$ cat src/rtl/mul8_issue_ctrl.sv
// mul8_issue_ctrl: valid/ready front/back-end for the 8x8 combinational multiplier.
// Registers the operands onto the array, holds them MUL_LAT cycles, then captures
// the product into a response register that stays put until the consumer takes it.
// Optional feature: define MUL8_SIGNED_EN to honour req_signed_i. The unsigned-only
// build leaves out the magnitude conversion, the negation and the signed overflow rule.
module mul8_issue_ctrl #(
    parameter int unsigned MUL_LAT = 1  // legal range 1..4
) (
    input  logic        clk_i,
    input  logic        rst_ni,
    input  logic        req_valid_i,
    output logic        req_ready_o,
    input  logic [7:0]  req_a_i,
    input  logic [7:0]  req_b_i,
    input  logic        req_signed_i,
    output logic [7:0]  mul_a_o,
    output logic [7:0]  mul_b_o,
    input  logic [15:0] mul_result_i,
    output logic        rsp_valid_o,
    input  logic        rsp_ready_i,
    output logic [15:0] rsp_product_o,
    output logic        rsp_ovf8_o,
    output logic        busy_o
);

    typedef enum logic [1:0] {StIdle, StCalc, StDone} state_e;

    localparam logic [1:0] CntLoad = 2'(MUL_LAT - 1);

    state_e      state_q;
    logic [1:0]  cnt_q;
    logic [7:0]  mul_a_q, mul_b_q;
    logic [15:0] rsp_product_q;
    logic        rsp_ovf8_q;
    // Cleared by reset so req_ready_o stays low until the first clock after release.
    logic        alive_q;

    logic [7:0]  op_a, op_b;
    logic [15:0] prod_fix;
    logic        ovf_fix;
    logic        accept;

`ifdef MUL8_SIGNED_EN
    logic        neg_q, sgn_q;
    logic        op_neg, op_sgn;
`else
    logic        unused_req_signed;
    assign unused_req_signed = req_signed_i;
`endif

    // Handshake and status outputs decode directly from the state register.
    assign req_ready_o   = (state_q == StIdle && alive_q) || (state_q == StDone && rsp_ready_i);
    assign accept        = req_valid_i && req_ready_o;
    assign rsp_valid_o   = (state_q == StDone);
    assign busy_o        = (state_q != StIdle);
    assign mul_a_o       = mul_a_q;
    assign mul_b_o       = mul_b_q;
    assign rsp_product_o = rsp_product_q;
    assign rsp_ovf8_o    = rsp_ovf8_q;

    // Operand conditioning: signed requests feed magnitudes to the unsigned array.
    always_comb begin
        op_a = req_a_i;
        op_b = req_b_i;
`ifdef MUL8_SIGNED_EN
        op_sgn = req_signed_i;
        op_neg = req_signed_i && (req_a_i[7] ^ req_b_i[7]);
        if (req_signed_i && req_a_i[7]) op_a = -req_a_i;  // -128 wraps to 8'h80
        if (req_signed_i && req_b_i[7]) op_b = -req_b_i;
`endif
    end

    // Product fix-up: restore the sign and classify whether it fits in 8 bits.
    always_comb begin
        prod_fix = mul_result_i;
        ovf_fix  = |prod_fix[15:8];
`ifdef MUL8_SIGNED_EN
        if (neg_q) prod_fix = -mul_result_i;
        if (sgn_q) ovf_fix = !((&prod_fix[15:7]) || !(|prod_fix[15:7]));
`endif
    end

    // Control FSM with all datapath registers; reset discards any in-flight operation.
    always_ff @(posedge clk_i or negedge rst_ni) begin
        if (!rst_ni) begin
            state_q       <= StIdle;
            cnt_q         <= '0;
            mul_a_q       <= '0;
            mul_b_q       <= '0;
            rsp_product_q <= '0;
            rsp_ovf8_q    <= 1'b0;
            alive_q       <= 1'b0;
`ifdef MUL8_SIGNED_EN
            neg_q         <= 1'b0;
            sgn_q         <= 1'b0;
`endif
        end else begin
            alive_q <= 1'b1;
            if (accept) begin
                mul_a_q <= op_a;
                mul_b_q <= op_b;
                cnt_q   <= CntLoad;
`ifdef MUL8_SIGNED_EN
                neg_q   <= op_neg;
                sgn_q   <= op_sgn;
`endif
            end
            unique case (state_q)
                StIdle: begin
                    if (accept) state_q <= StCalc;
                end
                StCalc: begin
                    if (cnt_q == 2'd0) begin
                        rsp_product_q <= prod_fix;
                        rsp_ovf8_q    <= ovf_fix;
                        state_q       <= StDone;
                    end else begin
                        cnt_q <= cnt_q - 2'd1;
                    end
                end
                StDone: begin
                    if (rsp_ready_i) state_q <= req_valid_i ? StCalc : StIdle;
                end
                default: state_q <= StIdle;
            endcase
        end
    end

endmodule
$ cat config.mk
export PLATFORM = sky130hd
export DESIGN_NAME = mul8_issue_ctrl
export DESIGN_NICKNAME = d
export VERILOG_FILES = /design/src/rtl/mul8_issue_ctrl.sv
export SDC_FILE = /design/constraint.sdc
export NUM_CORES = 1
export LEC_CHECK = 0
export ABC_AREA = 1
export BUFFER_PORTS_ARGS = -buffer_cell sky130_fd_sc_hd__buf_2
export CAP_MARGIN = 20
export CORE_UTILIZATION = 46
export CTS_CLUSTER_SIZE = 10
export DETAILED_ROUTE_END_ITERATION = 8
export HOLD_SLACK_MARGIN = 0.02
export PLACE_DENSITY_LB_ADDON = 0.15
export REMOVE_ABC_BUFFERS = 1
export SLEW_MARGIN = 20
export SYNTH_ARGS = -nofsm -noshare
export SYNTH_HDL_FRONTEND = slang
export SYNTH_SLANG_ARGS = --single-unit
export TNS_END_PERCENT = 50
$ cat constraint.sdc
create_clock -name clk_i -period 1.54 [get_ports clk_i]
set_input_delay 0.077 -clock clk_i [delete_from_list [all_inputs] [get_ports clk_i]]
set_output_delay 0.077 -clock clk_i [all_outputs]
set_load 0.005 [all_outputs]
==> impl_results.md <==
* Via density at 4.561
* Fin cells at roughly 330
* Yosys Warn Count at 0
* Row cnt at 21
* Mapped Area at between 1500 and 2000 um2
* Syn-to-layout area delta at 45.11%
* Syn avg cell area at about 9.6 um2
* N_diodes at 0
* Final Hold Viols at 0
* Multi-input gate area at between 600 and 700 um2
* Starting Density at approximately half
* Hold EP: mul_a_o[5]
* Die Y at between 60 and 70 um
* Vias in the first global route at ~1500
* TNS Setup at 0 ps
* Most common cell after layout, fill and taps aside: buf_2
* Largest net degree at the start of global routing at 28
* P_int at 2.338 mW
* Cells on worst reg2reg path at 6
* Cell area after placement at around 2000 um2
* Drt drc at 0
* Clk pwr share at 13.1%
* Reg-to-Reg End: mul_a_o[7]
* Yosys cell types at 21
* Reg-to-Reg Start: state_q[0]
* Sequential share of the synthesized area at between 50% and 60%
* Gp weighted congestion at around 0.73
* CTS Root Cell: clkbuf_4
* Clock sinks at 38
* Worst-path maximum fanout at 19
* LEAKAGE at 1.323 nW
* Pwr per Cell Area at approximately 1500 nW/um2
* Hold Path Origin: req_valid_i
* Initial antenna violation count at 0
* # H-tree levels at 2
* Period utilization at between 90 and 100%
* Sw Pwr at 1.343 mW
* Post-CTS Setup Bufs at 0
* Clock transition at the registers of the reported paths at 100 ps
* Clock skew at roughly 3.1 ps
* Worst reg2reg setup slack at ~280 ps
* Max Slew Vio Count at 0
* Setup violators final at 0
* Fin util at just over 70%
* Placed cell count at 286
* Reg power frac at a little under half
* Fmax at approximately 0.72 GHz
* Startpoint types: flip-flop
* Hold Crit Depth at 3
* Comb power frac at 41.3%
* Port bufs at a little over 70
* First-pass GRT wire length at 6.444 mm
* Synth area leaders: dfrtp_1 57%, nand2_1 15%, nand2_2 7.9%
* Type of the worst min-delay path: in -> reg
* Routed len/inst at around 11 um
* MaxCap Viol Count at 0
* DRT Wirelength at between 3 and 4 mm
* Maximum clock path buffer count at 2
* Grt total ovfl at 0
* Layout cells sized above 1 at 39.29%
* Die area at just under 4000 um2
* Flops & latches, synth at 38
* Worst-case headroom to the max-slew limit at between 60 and 70%
* Resized cells post-CTS at 0
* Required time worst endpoint at between 1000 and 1500 ps
* Worst-Margin Slew at approximately 570 ps
* Post-route cell area at between 2000 and 2500 um2
* Hold_ws at 192.3 ps
* Hold_buf cts at 34
* Most frequent cells in the layout: 71 x buf_2, 67 x nand2_1, 38 x dfrtp_1
* Fill count at approximately 270
* Setup CP Type: reg -> out
* Total number of vias at about 1500
* Core area at about 3400 um2
* Fin crit period at ~1400 ps
* GRT Resource Usage Total at 21.53%
* RSZ-0062 raised after global routing: false
* Worst-skew pair later-pin latency at ~320 ps
* Post-DRT Antenna Nets at 0
* I/O pin count at 73
* DRT iter0 DRCs at 48
* Area leader, netlist: dfrtp_1
* Total CTS buffers at 5
* First-pass DRT Iterations at 4
* Worst vdd ir at between 0.0008 and 0.0009 V
* Switching share of power at approximately 36%
* Yosys top cell area share at around 57%
* Reg area at roughly 950 um2
* Gate Count Post-Synth at 173
* CTS tree: yes
* Crit path DAT at between 1000 and 1500 ps
* HPWL after detailed placement at between 2 and 2.5 mm
* CP Capture Type: output pin
* Final #Nets at ~320
* Die width at ~62 um
* Status: finished clean
==> power groups by stage <==
stage,registers (mW),clock network [mW],logic [mW]
CTS,1.68,0.500,1.54
global route,1.73,0.555,1.74
detailed placement,1.69,0,1.47
global placement,1.69,0,1.45
floorplan,1.74,0,0.752
finish,1.68,0.481,1.52
==> stage by stage <==
stage / setup WS [ps] / power, mW
3_3_place_gp: 308.9 / 3.140
4_1_cts: 138.0 / 3.716
3_5_place_dp: 304.3 / 3.163
6_report: 151.2 / 3.680
2_1_floorplan: 435.5 / 2.492
5_1_grt: 36.05 / 4.027
==> logic make-up after synthesis <==
group	share of synthesized area [%]
and+or+nand+nor	34.49
buffers and inverters	6.174
other	0.2257
AOI/OAI and AO/OA	1.883
DFF	57.23
==> area by class of cell <==
class | count | share of cell area (%)
clock buffer | 6 | 2.128
sequential | 38 | 39.44
tap | 46 | 2.387
multi-input combinational | 123 | 25.22
inverter | 6 | 1.349
timing repair buffer | 107 | 29.48
==> Yosys cell counts <==
master / number
nand2_1: 67
dfrtp_1: 38
nand2_2: 21
nand3_1: 17
nor2_1: 6
inv_1: 3
nand2_8: 3
buf_12: 2
buf_4: 2
nor2_2: 2
o21ai_0: 2
a21oi_1: 1
buf_6: 1
clkbuf_1: 1
conb_1: 1
inv_2: 1
inv_4: 1
inv_8: 1
nand3_2: 1
o21ai_2: 1
o31ai_1: 1
==> routing by layer <==
metal	global-route usage, %	up-vias	routed length, um
met2	35.85	38	1787
li1	-	751	-
met1	27.08	692	1624
met5	0	-	0
met4	6.686	0	44
met3	6.250	6	135
==> state kept, by name, indices dropped and copies added (netlist names) <==
register       count
alive_q            1
cnt_q              2
mul_a_o            8
mul_b_o            8
rsp_ovf8_o         1
rsp_product_o     16
state_q            2
==> worst max path at each step <==
stage	startpoint	end	slack (ps)	cells after the start
2_1_floorplan	state_q[0]	mul_a_o[7]	440	6
3_3_place_gp	state_q[0]	mul_b_o[1]	310	6
3_5_place_dp	state_q[0]	mul_a_o[7]	300	6
4_1_cts	state_q[0]	req_ready_o	140	4
5_1_grt	state_q[0]	req_ready_o	40	4
6_report	state_q[0]	req_ready_o	150	4
==> worst max-delay path, cell delays in order, from the launching register on <==
cell and delay [ps]:
dfrtp_1 450, nor2_2 160, nand2_2 100, nand2_8 150, buf_2 140
Note: power is estimated with default switching activity, not from simulation.
